### src/rtl/rx_serial_param.sv
// rx_serial_param -- parameterised asynchronous serial receiver.
// Frame: start bit, DATA_BITS data bits LSB first, optional parity bit,
// STOP_BITS stop bits. Each received word is stored with its parity and
// framing error flags in a receive FIFO drained through a valid/accept
// handshake.
// Build option: define RX_FIFO_EN for a FIFO_DEPTH-entry FIFO; without it
// the FIFO is a single holding register.
module rx_serial_param #(
  parameter int DATA_BITS  = 8,
  parameter int PARITY     = 0,
  parameter int STOP_BITS  = 1,
  parameter int DIV        = 434,
  parameter int FIFO_DEPTH = 4
) (
  input  logic                 clock,
  input  logic                 reset,
  input  logic                 RX,
  output logic [DATA_BITS-1:0] dados,
  output logic                 valido,
  input  logic                 aceito,
  output logic                 erro_paridade,
  output logic                 erro_quadro,
  output logic                 overrun,
  output logic [3:0]           db_estado
);

  localparam int CNT_W  = (DIV > 2) ? $clog2(DIV) : 1;
  localparam int BIT_W  = 4;
  localparam int WORD_W = DATA_BITS + 2;

  localparam logic [CNT_W-1:0] SAMPLE_PT = CNT_W'(DIV / 2);
  localparam logic [CNT_W-1:0] CNT_LAST  = CNT_W'(DIV - 1);
  localparam logic [BIT_W-1:0] DATA_LAST = BIT_W'(DATA_BITS - 1);
  localparam logic [BIT_W-1:0] STOP_LAST = BIT_W'(STOP_BITS - 1);

  // Elaboration-time parameter range checks
  if (DATA_BITS < 5 || DATA_BITS > 9) begin : g_bad_data_bits
    $error("rx_serial_param: DATA_BITS must be 5..9");
  end
  if (PARITY < 0 || PARITY > 2) begin : g_bad_parity
    $error("rx_serial_param: PARITY must be 0, 1 or 2");
  end
  if (STOP_BITS < 1 || STOP_BITS > 2) begin : g_bad_stop_bits
    $error("rx_serial_param: STOP_BITS must be 1 or 2");
  end
  if (DIV < 2) begin : g_bad_div
    $error("rx_serial_param: DIV must be at least 2");
  end
  if (!(FIFO_DEPTH == 2 || FIFO_DEPTH == 4 || FIFO_DEPTH == 8 || FIFO_DEPTH == 16)) begin : g_bad_depth
    $error("rx_serial_param: FIFO_DEPTH must be a power of two in 2..16");
  end

  typedef enum logic [3:0] {
    INICIAL  = 4'd0,
    START    = 4'd1,
    DADOS    = 4'd2,
    PARIDADE = 4'd3,
    STOP     = 4'd4,
    ARMAZENA = 4'd5
  } state_t;

  state_t               state_q, state_d;
  logic                 rx_s1, rx_s2, rx_prev;
  logic                 fall, sample;
  logic [CNT_W-1:0]     tick_cnt;
  logic [BIT_W-1:0]     bit_cnt;
  logic [DATA_BITS-1:0] shreg;
  logic                 perr, ferr;
  logic                 push_req, push, pop, drop, full, not_empty;
  logic [WORD_W-1:0]    word, head;

  // Odd parity: data plus parity bit must hold an odd number of ones;
  // even parity: an even number.
  function automatic logic parity_err(input logic [DATA_BITS-1:0] d, input logic p);
    logic x;
    x = (^d) ^ p;
    case (PARITY)
      1:       return ~x;
      2:       return x;
      default: return 1'b0;
    endcase
  endfunction

  // Two-flop synchronizer plus one history flop for falling-edge detection
  always_ff @(posedge clock or negedge reset) begin
    if (!reset) begin
      rx_s1   <= 1'b1;
      rx_s2   <= 1'b1;
      rx_prev <= 1'b1;
    end else begin
      rx_s1   <= RX;
      rx_s2   <= rx_s1;
      rx_prev <= rx_s2;
    end
  end

  assign fall   = rx_prev & ~rx_s2;
  assign sample = (tick_cnt == SAMPLE_PT);

  // FSM state register
  always_ff @(posedge clock or negedge reset) begin
    if (!reset) state_q <= INICIAL;
    else        state_q <= state_d;
  end

  // FSM next-state logic
  always_comb begin
    state_d = state_q;
    case (state_q)
      INICIAL:  if (fall) state_d = START;
      START:    if (sample) state_d = rx_s2 ? INICIAL : DADOS;
      DADOS:    if (sample && bit_cnt == DATA_LAST)
                  state_d = (PARITY != 0) ? PARIDADE : STOP;
      PARIDADE: if (sample) state_d = STOP;
      STOP:     if (sample && bit_cnt == STOP_LAST) state_d = ARMAZENA;
      ARMAZENA: state_d = INICIAL;
      default:  state_d = INICIAL;
    endcase
  end

  // FSM outputs: state code for debug and the one-cycle store request
  always_comb begin
    db_estado = state_q;
    push_req  = (state_q == ARMAZENA);
  end

  // Bit-tick and bit counters; the tick counter is held at zero while idle
  always_ff @(posedge clock or negedge reset) begin
    if (!reset) begin
      tick_cnt <= '0;
      bit_cnt  <= '0;
    end else begin
      if (state_q == INICIAL || tick_cnt == CNT_LAST) tick_cnt <= '0;
      else                                            tick_cnt <= tick_cnt + 1'b1;
      if (state_q != state_d)
        bit_cnt <= '0;
      else if (sample && (state_q == DADOS || state_q == STOP))
        bit_cnt <= bit_cnt + 1'b1;
    end
  end

  // Data shift register, LSB arrives first so it enters at the top
  always_ff @(posedge clock) begin
    if (state_q == DADOS && sample) shreg <= {rx_s2, shreg[DATA_BITS-1:1]};
  end

  // Per-frame error flags, cleared when a new frame starts
  always_ff @(posedge clock or negedge reset) begin
    if (!reset) begin
      perr <= 1'b0;
      ferr <= 1'b0;
    end else if (state_q == INICIAL && fall) begin
      perr <= 1'b0;
      ferr <= 1'b0;
    end else if (sample) begin
      if (state_q == PARIDADE) perr <= parity_err(shreg, rx_s2);
      if (state_q == STOP && !rx_s2) ferr <= 1'b1;
    end
  end

  assign word = {perr, ferr, shreg};
  assign pop  = not_empty & aceito;
  assign push = push_req & (~full | pop);
  assign drop = push_req & full & ~pop;

`ifdef RX_FIFO_EN
  localparam int PTR_W = $clog2(FIFO_DEPTH);

  logic [WORD_W-1:0] mem [FIFO_DEPTH];
  logic [PTR_W-1:0]  wr_ptr, rd_ptr;
  logic [PTR_W:0]    count;

  assign full      = (count == (PTR_W + 1)'(FIFO_DEPTH));
  assign not_empty = (count != '0);
  assign head      = mem[rd_ptr];

  // FIFO storage write
  always_ff @(posedge clock) begin
    if (push) mem[wr_ptr] <= word;
  end

  // FIFO pointers and occupancy; push with pop leaves the count unchanged
  always_ff @(posedge clock or negedge reset) begin
    if (!reset) begin
      wr_ptr <= '0;
      rd_ptr <= '0;
      count  <= '0;
    end else begin
      if (push) wr_ptr <= wr_ptr + 1'b1;
      if (pop)  rd_ptr <= rd_ptr + 1'b1;
      case ({push, pop})
        2'b10:   count <= count + 1'b1;
        2'b01:   count <= count - 1'b1;
        default: count <= count;
      endcase
    end
  end
`else
  logic [WORD_W-1:0] hold;
  logic              hold_vld;

  assign full      = hold_vld;
  assign not_empty = hold_vld;
  assign head      = hold;

  // Holding register contents
  always_ff @(posedge clock) begin
    if (push) hold <= word;
  end

  // Holding register occupancy; a push refills it even while it is popped
  always_ff @(posedge clock or negedge reset) begin
    if (!reset)    hold_vld <= 1'b0;
    else if (push) hold_vld <= 1'b1;
    else if (pop)  hold_vld <= 1'b0;
  end
`endif

  // Sticky overrun: set when a word is dropped, cleared by any pop
  always_ff @(posedge clock or negedge reset) begin
    if (!reset)    overrun <= 1'b0;
    else if (pop)  overrun <= 1'b0;
    else if (drop) overrun <= 1'b1;
  end

  // Head-of-FIFO outputs, forced to zero while nothing is held
  always_comb begin
    valido        = not_empty;
    dados         = not_empty ? head[DATA_BITS-1:0] : '0;
    erro_quadro   = not_empty & head[DATA_BITS];
    erro_paridade = not_empty & head[DATA_BITS+1];
  end

endmodule
### config.mk
export PLATFORM = sky130hd
export DESIGN_NAME = rx_serial_param
export DESIGN_NICKNAME = d
export VERILOG_FILES = /design/src/rtl/rx_serial_param.sv
export SDC_FILE = /design/constraint.sdc
export NUM_CORES = 1
export LEC_CHECK = 0
export BUFFER_PORTS_ARGS = -buffer_cell sky130_fd_sc_hd__buf_2
export CORE_ASPECT_RATIO = 0.8
export CORE_MARGIN = 5
export CORE_UTILIZATION = 43
export CTS_CLUSTER_DIAMETER = 40
export DETAILED_ROUTE_END_ITERATION = 7
export PLACE_DENSITY = 0.71
export SYNTH_ARGS = -nofsm -noshare
export SYNTH_HDL_FRONTEND = slang
export SYNTH_SLANG_ARGS = --single-unit
### constraint.sdc
create_clock -name clock -period 4.1 [get_ports clock]
set_input_delay 0.41 -clock clock [delete_from_list [all_inputs] [get_ports clock]]
set_output_delay 0.41 -clock clock [all_outputs]
set_load 0.05 [all_outputs]
=== Word-level counts from Yosys, hierarchy flattened ===
Index checks and enable logic that the tools add are counted.

* Add/sub/neg operators: 2
* Equal/unequal tests: 9
* Muxes and demuxes: 21
* Bitwise logic cells: 11
* Reductions and logical operators: 19

{| class="wikitable"
|+ Operators by type and width
! cell !! count
|-
| 4-bit two-way mux || 7
|-
| 4-bit one-hot mux with 5 select lines || 1
|-
| 4-bit by 3-bit == test with 1-bit output, second input constant || 3
|-
| 2-bit nonzero test || 6
|-
| 1-bit two-way mux || 10
|-
| 9-bit by 1-bit adder with 9-bit output, second input constant || 1
|-
| 9-bit by 8-bit == test with 1-bit output, second input constant || 1
|-
| 9-bit == test, second input constant || 1
|-
| 9-bit two-way mux || 1
|-
| 4-bit by 2-bit == test with 1-bit output, second input constant || 2
|-
| 4-bit zero test || 2
|-
| 8-bit two-way mux || 1
|-
| 1-bit bitwise AND || 7
|-
| 1-bit logical AND || 6
|-
| 4-bit by 1-bit adder with 4-bit output, second input constant || 1
|-
| 4-bit by 1-bit == test with 1-bit output, second input constant || 1
|-
| 4-bit inequality test || 1
|-
| 2-bit AND reduction || 2
|-
| 1-bit NOT || 3
|-
| 1-bit logical OR || 2
|-
| 2-bit two-way mux || 1
|-
| 1-bit zero test || 1
|-
| 1-bit OR || 1
|}

* Flip-flop bits (word level): 42
* Input bits: 4
* Output and inout bits: 16

=== Depth between registers and ports, before layout ===
Gate-level depths: netlist of the first run.

* Depth after elaboration: 6
* Depth in mapped cells: 6

=== Least setup slack after synthesis of the first run ===
OpenSTA, ideal clock, no wires.

* Path kind: reg-to-reg
* From: reg state_q[1] (netlist: db_estado[1])
* To: reg hold[0] (netlist: head[0]) (enable)
* Setup time: 378 ps
* Arrival time: 1685 ps
* Path slack: 2038 ps
* Cell stages (with the launch flop): 5
* Path buffers: 1
* Cell sequence: dfrtp_1 buf_2 nor3b_1 nand2_1 a21oi_1

* Cells in the longest elaborated chain, start to end: 2

{| class="wikitable"
|+ Ends and longest elaborated chain
! what !! RTL line !! text
|-
| start, declared || 62 || <nowiki>state_t state_q, state_d;</nowiki>
|-
| start signal, assigned || 103 || <nowiki>else state_q <= state_d;</nowiki>
|-
| 4-bit by 3-bit == test with 1-bit output || 124 || <nowiki>push_req = (state_q == ARMAZENA);</nowiki>
|-
| 1-bit bitwise AND || 163 || <nowiki>assign push = push_req & (~full | pop);</nowiki>
|-
| named net push || 69 || <nowiki>logic push_req, push, pop, drop, full, not_empty;</nowiki>
|-
| end signal, assigned || 208 || <nowiki>if (push) hold <= word;</nowiki>
|-
| end, declared || 199 || <nowiki>logic [WORD_W-1:0] hold;</nowiki>
|}

The timed path passes the listed nets, and every way through them passes these cells.
A chain may end at the register's enable or synchronous reset.

=== Worst setup path in the final report of the first run ===
* From: reg tick_cnt[1]
* To: reg shreg[5] (enable)

* Cells in the longest elaborated chain, start to end: 2

{| class="wikitable"
|+ Ends and longest elaborated chain
! what !! RTL line !! text
|-
| start, declared || 65 || <nowiki>logic [CNT_W-1:0] tick_cnt;</nowiki>
|-
| start signal, assigned || 134 || <nowiki>else tick_cnt <= tick_cnt + 1'b1;</nowiki>
|-
| 9-bit by 8-bit == test with 1-bit output || 98 || <nowiki>assign sample = (tick_cnt == SAMPLE_PT);</nowiki>
|-
| 1-bit logical AND || 144 || <nowiki>if (state_q == DADOS && sample) shreg <= {rx_s2, shreg[DATA_BITS-1:1]};</nowiki>
|-
| end signal, assigned || 144 ||
|-
| end, declared || 67 || <nowiki>logic [DATA_BITS-1:0] shreg;</nowiki>
|}

No other way between the ends.

==> summary.md, run 1 <==
| Metric | Value |
|---|---|
| Share of layout cells above drive strength 1 | `between 20% and 30%` |
| Global placement routability congestion | `roughly 0.83` |
| Starting density of the core | `45.29%` |
| Post-synthesis cell area | `1745 um2` |
| CTS Buffer Depth | `2` |
| Synth Flop Type | `dfrtp_1` |
| Total iterations of the first detailed-routing run | `4` |
| # fillers | `between 300 and 400` |
| Hold/Removal Path Class | `input pin to asynchronous set/reset pin` |
| CTS tree | `built` |
| Largest net degree at the start of global routing | `24` |
| ANT nets after route | `0` |
| Internal Power | `between 0.0006 and 0.0007 W` |
| Post-CTS Resized | `0` |
| Register Area | `about 1100 um2` |
| Seq/Total Area, Yosys | `around 62%` |
| DR vias | `between 1k and 1.5k` |
| Clock power frac | `approximately 40%` |
| Via-per-instance ratio | `just over 5` |
| I/O pin cnt | `20` |
| Final slew viol count | `0` |
| Initial drt markers | `156` |
| Final net count | `168` |
| Sw Pwr | `about 0.00018 W` |
| Worst hold margin | `roughly 86 ps` |
| Worst path required time | `approximately 4000 ps` |
| Min Tclk post-route | `approximately 2100 ps` |
| Worst vdd ir | `~0.21 mV` |
| Finished Cell Area | `~2000 um2` |
| Clock latency at the later pin of the worst-skew pair | `290 ps` |
| Count of final setup violators | `0` |
| Multi-input gate area | `613.1 um2` |
| Die W | `between 80 and 90 um` |
| Slew headroom | `between 30 and 40%` |
| Critical path arrival | `just over 2000 ps` |
| Dpl cell area | `1884 um2` |
| # DRC | `0` |
| GRT Util Overall | `around 12%` |
| Post-CTS Hold Fix Bufs | `0` |
| Total grt overflow | `0` |
| Fmax | `474.2 MHz` |
| P_leak | `0.8638 nW` |
| H-tree levels | `2` |
| IO Port Bufs | `18` |
| Initial antenna violation count | `0` |
| Area grow syn2layout | `14.62%` |
| Die footprint | `between 5000 and 6000 um2` |
| CP startpoint kind | `flip-flop` |
| Clock tree sinks | `40` |
| Routed WL per cell | `roughly 13 um` |
| Die Y | `between 60 and 70 um` |
| Asr flop ratio synth | `57.50%` |
| CTS Buf Count | `5` |
| Tcrit/Tclk final | `51.43%` |
| Vias in the first global route | `around 1.1k` |
| Fin Setup TNS | `0 ps` |
| Post-Synthesis Mean Instance Area | `about 13 um2` |
| Sequential power share | `roughly 55%` |
| Logic gate share of total power | `about 5.3%` |
| Setup Skew | `approximately 7.7 ps` |
| Placed wire-length estimate | `2028 um` |
| Post-CTS setup buffer count | `0` |
| Power per cell area | `401.1 nW/um2` |
| First-pass GRT wire length | `about 5100 um` |
| Total wire length | `around 2800 um` |
| Final-report hold violation count | `0` |
| Synthesized flop and latch total | `40` |
| RSZ-0062 raised after global routing | `no` |
| Nature of the critical path endpoint | `flip-flop` |
| Post-Synthesis Cells | `about 140` |
| Core footprint | `just under 4000 um2` |
| Row cnt | `20` |
| Worst-Margin Slew | `955.6 ps` |
| Worst-path maximum fanout | `8` |
| Worst Path Class, Setup | `flip-flop to flip-flop` |
| Clock-pin slew on the worst setup and hold paths | `~80 ps` |
| Max_cap viols | `0` |
| Yosys cell types | `44` |
| Count of flip-flops with a built-in enable after synthesis | `17` |
| Root Driver | `clkbuf_8` |
| Diode count | `0` |
| Switching fraction of total power | `22.21%` |
| Warnings, synthesis | `0` |
| Outcome | `completed` |
-- metal layers --
layer / track usage [%] / vias to the layer above / part of all wire [%]
met2: 18.75 / 41 / 47
met1: 15.96 / 520 / 46
met4: 2.532 / 0 / 0.43
li1: - / 537 / -
met3: 5.541 / 2 / 6.8
met5: 0 / - / 0
-- Yosys cell counts, types with 2 or more instances --
cell	n	area [um2]
clkbuf_1	3	11.26
nor2_1	14	52.55
o21ai_0	4	20.02
nor3b_1	4	30.03
inv_1	6	22.52
nand4_1	2	12.51
dfrtp_1	20	500.5
or4b_1	2	20.02
a31oi_1	2	12.51
xnor2_1	3	26.28
xor2_1	6	52.55
or3_1	2	12.51
nand3_1	3	15.01
a21oi_1	3	15.01
nor3_1	3	15.01
nand2_1	5	18.77
ha_1	4	50.05
edfxtp_1	17	510.5
and2_1	9	56.30
dfstp_2	3	78.83
-- per-stage QoR --
stage               worst slack (ps)  total power [W]  utilization (%)  instances
floorplan                       2038        0.0004771                -        140
global placement                2034        0.0004894            48.90        208
detailed placement              1942        0.0004919            48.90        208
CTS                             1965        0.0008123            51.92        216
global route                    1787        0.0008412            51.92        216
finish                          1991        0.0008024            51.92        216
-- layout make-up --
| cell class | count | area share (%) |
|---|---|---|
| multi-input combinational | 89 | 30.64 |
| inverter | 6 | 1.126 |
| clock buffer | 5 | 3.440 |
| timing repair buffer | 18 | 4.503 |
| tap | 55 | 3.440 |
| sequential | 40 | 54.47 |
| clock inverter | 3 | 2.376 |
-- state kept, by name, summed over array words and instances (netlist names) --
name and flops:
head 9, bit_cnt 4, db_estado 4, valido 1, overrun 1, rx_s2 1
shreg 8, tick_cnt 9, ferr 1, rx_prev 1, rx_s1 1
-- power groups by stage --
stage / logic, W / registers (W) / clock network (W)
finish: 0.0000425 / 0.000440 / 0.000320
global route: 0.0000498 / 0.000442 / 0.000349
CTS: 0.0000433 / 0.000440 / 0.000329
detailed placement: 0.0000430 / 0.000449 / 0
global placement: 0.0000426 / 0.000447 / 0
floorplan: 0.0000263 / 0.000451 / 0
-- kinds of logic after synthesis --
logic type               count (synthesis)  synth area share, %
flip-flops                              40                62.44
AO/OA/AOI/OAI                           18                7.169
multiplexers                             1               0.5735
adder cells (fa/ha/maj)                  4                2.867
other                                    1               0.2148
AND/OR/NAND/NOR                         55                19.57
buffers and inverters                   11                2.652
XOR/XNOR                                 9                4.516
-- path summary, 6_finish.rpt --
check                                 start         end  slack, ps  depth (start not counted)
worst min register to register        rx_s1       rx_s2        360                          0
worst min-delay path                  reset  bit_cnt[2]         90                          1
worst max register to register  tick_cnt[1]    shreg[5]       1990                          5
min in group clock                       RX       rx_s1        220                          1
worst max-delay path            tick_cnt[1]    shreg[5]       1990                          5
max in group asynchronous             reset     rx_prev       3650                          1
-- cells in the final DEF, fill, tap and decap left out, types with 2 or more instances in the layout --
cell type,instances
conb_1,2
clkinv_4,2
buf_2,18
dfstp_2,3
clkbuf_8,5
nand3_1,3
edfxtp_1,17
nand2_1,5
inv_1,6
a31oi_1,2
or4b_1,2
o21ai_0,4
xnor2_1,3
or3_1,2
nor3_1,3
nor2_1,14
xor2_1,6
nor3b_1,4
ha_1,4
a21oi_1,3
dfrtp_1,20
and2_1,9
nand4_1,2
-- worst max-delay path, stage by stage, from the launching register on --
cell,delay (ps)
dfrtp_1,420
inv_1,70
ha_1,140
and4b_2,290
nand2_4,90
nor3_1,740
(Power assumes the default switching activity.)
==> run 2, diff against run 1 <==
- clock period: 4.1 -> 2.2 ns (I/O delays scaled with it)
==> summary.md, run 2 (synthesized netlist as in run 1, its figures left out) <==
| Metric | Value |
|---|---|
| Final net count | `171 (+1.8%)` |
| Die footprint | `5441 um2 (unchanged)` |
| Global placement routability congestion | `0.7680 (-7.8%)` |
| Die W | `81.23 um (unchanged)` |
| Via-per-instance ratio | `5.210 (+2.3%)` |
| Worst Path Class, Setup | `flip-flop to flip-flop` |
| Cells on worst reg2reg path | `3 (-2)` |
| Slew headroom | `65.03% (+29 points)` |
| Slack of the worst reg-to-reg path | `490 ps (-1510 ps)` |
| Setup Skew | `9.255 ps (+1.520 ps)` |
| GRT Util Overall | `12.88% (+0.63 points)` |
| Hold path startpoint | `RX` |
| Routed WL per cell | `13.84 um (+6.0%)` |
| Worst vdd ir | `0.4417 mV (+110%)` |
| Initial antenna violation count | `0 (unchanged)` |
| DR vias | `1141 (+3.7%)` |
| Fin Setup TNS | `0 ps (unchanged)` |
| CTS tree | `built` |
| Initial drt markers | `92 (-41%)` |
| CTS Buf Count | `5 (unchanged)` |
| R2R Path Start | `db_estado[0]` |
| Worst Slack Setup Final | `485.1 ps (-1506 ps)` |
| Largest net degree at the start of global routing | `24 (unchanged)` |
| Count of final setup violators | `0 (unchanged)` |
| Most common cell after layout, fill and taps aside | `dfrtp_1` |
| Outcome | `completed` |
| Diode count | `0 (unchanged)` |
| Share of layout cells above drive strength 1 | `22.56% (+0.82 points)` |
| Clock-pin slew on the worst setup and hold paths | `80 ps (about the same)` |
| Total wire length | `3030 um (+7.4%)` |
| Die Y | `66.99 um (unchanged)` |
| # fillers | `358 (+7.5%)` |
| Critical path arrival | `1870 ps (-150 ps)` |
| Power per cell area | `742.6 nW/um2 (+85%)` |
| Nature of the critical path endpoint | `flip-flop` |
| Final-report hold violation count | `0 (unchanged)` |
| RSZ-0062 raised after global routing | `no` |
| Tcrit/Tclk final | `77.95% (+27 points)` |
| Max_cap viols | `0 (unchanged)` |
| I/O pin cnt | `20 (unchanged)` |
| Core footprint | `3854 um2 (unchanged)` |
| Clock tree sinks | `40 (unchanged)` |
| IO Port Bufs | `18 (unchanged)` |
| Final slew viol count | `0 (unchanged)` |
| Vias in the first global route | `1142 (+8.5%)` |
| Total iterations of the first detailed-routing run | `6 (+2)` |
| P_leak | `0.8789 nW (+1.7%)` |
| Fmax | `583.1 MHz (+23%)` |
| CTS Buffer Depth | `2 (unchanged)` |
| # DRC | `0 (unchanged)` |
| ANT nets after route | `0 (unchanged)` |
| CP startpoint kind | `flip-flop` |
| Starting density of the core | `45.29% (unchanged)` |
| Worst-path maximum fanout | `13 (+5)` |
| Worst path required time | `2350 ps (-1660 ps)` |
| Total grt overflow | `0 (unchanged)` |
| Hold Path Depth | `1` |
| Hold/Removal Path Class | `input pin to flip-flop` |
| Placed wire-length estimate | `2136 um (+5.3%)` |
| First-pass GRT wire length | `5257 um (+4.1%)` |
| Row cnt | `20 (unchanged)` |
| Dpl ws | `516.3 ps (-1426 ps)` |
| Area grow syn2layout | `16.06%` |
| Hold path endpoint | `rx_s1` |
| Commonest non-fill, non-tap cells in the layout | `20 x dfrtp_1, 18 x buf_2, 17 x edfxtp_1` |
| Worst R2R End | `bit_cnt[1]` |
| H-tree levels | `2 (unchanged)` |
| Min Tclk post-route | `1715 ps (-393.7 ps)` |
| Worst-Margin Slew | `524.6 ps (-431.1 ps)` |
| Root Driver | `clkbuf_8` |
| Clock latency at the later pin of the worst-skew pair | `290 ps (about the same)` |
run 2: worst max path at each step:
stage / endpoint / slack, ps / startpoint / cells past startpoint
after floorplan: head[0] / 140 / db_estado[1] / 4
after global placement: bit_cnt[0] / 550 / db_estado[0] / 3
after detailed placement: shreg[4] / 520 / tick_cnt[1] / 6
after CTS: bit_cnt[1] / 500 / db_estado[0] / 3
after global routing: bit_cnt[1] / 400 / db_estado[2] / 4
final: bit_cnt[1] / 490 / db_estado[0] / 3
run 2: power breakdown:
part	internal [W]	switching, W	leakage [nW]	total, W
clock	0.000341	0.000261	0.0583	0.000602
combinational	0.0000292	0.0000532	0.367	0.0000824
sequential	0.000794	0.0000255	0.454	0.000820
run 2: final cells by class:
type	instances	area [um2]	area share (%)
Tap cell	55	68.82	3.397
Clock buffer	5	68.82	3.397
Sequential cell	40	1090	53.80
Timing Repair Buffer	21	115.1	5.683
Inverter	6	22.52	1.112
Multi-Input combinational cell	89	613.1	30.27
Clock inverter	3	47.55	2.347
run 2: timing repair:
item                                   4_1_cts  5_1_grt
setup buffers                                0        0
endpoints found under the hold margin       20        0
hold buffers                                 1        0
resized for setup                            0        0
run 2: per-layer routing:
metal,GRT usage (%),wire (um),part of all wire (%),vias to the layer above
met2,19.77,1459,48,25
met1,16.71,1348,44,570
met3,4.054,185,6.1,5
li1,-,-,-,541
met4,5.485,38,1.3,0
met5,0,0,0,-
run 2: worst max-delay path: stages, from the launching register on:
cell and delay, ps:
dfrtp_1 530, or4b_1 550, o221ai_1 380, nor2_1 110
run 2: per-stage QoR:
step / hold WS, ps / utilization, % / cells / cell area [um2] / total power (W)
6_report: 29.60 / 52.56 / 219 / 2026 / 0.001504
5_1_grt: 17.24 / 52.56 / 219 / 2026 / 0.001572
4_1_cts: 17.76 / 52.56 / 219 / 2026 / 0.001526
3_5_place_dp: 226.5 / 49.29 / 210 / 1899 / 0.0009163
3_3_place_gp: 211.6 / 49.29 / 210 / 1899 / 0.0009127
2_1_floorplan: -75.59 / - / 140 / 1749 / 0.0008891
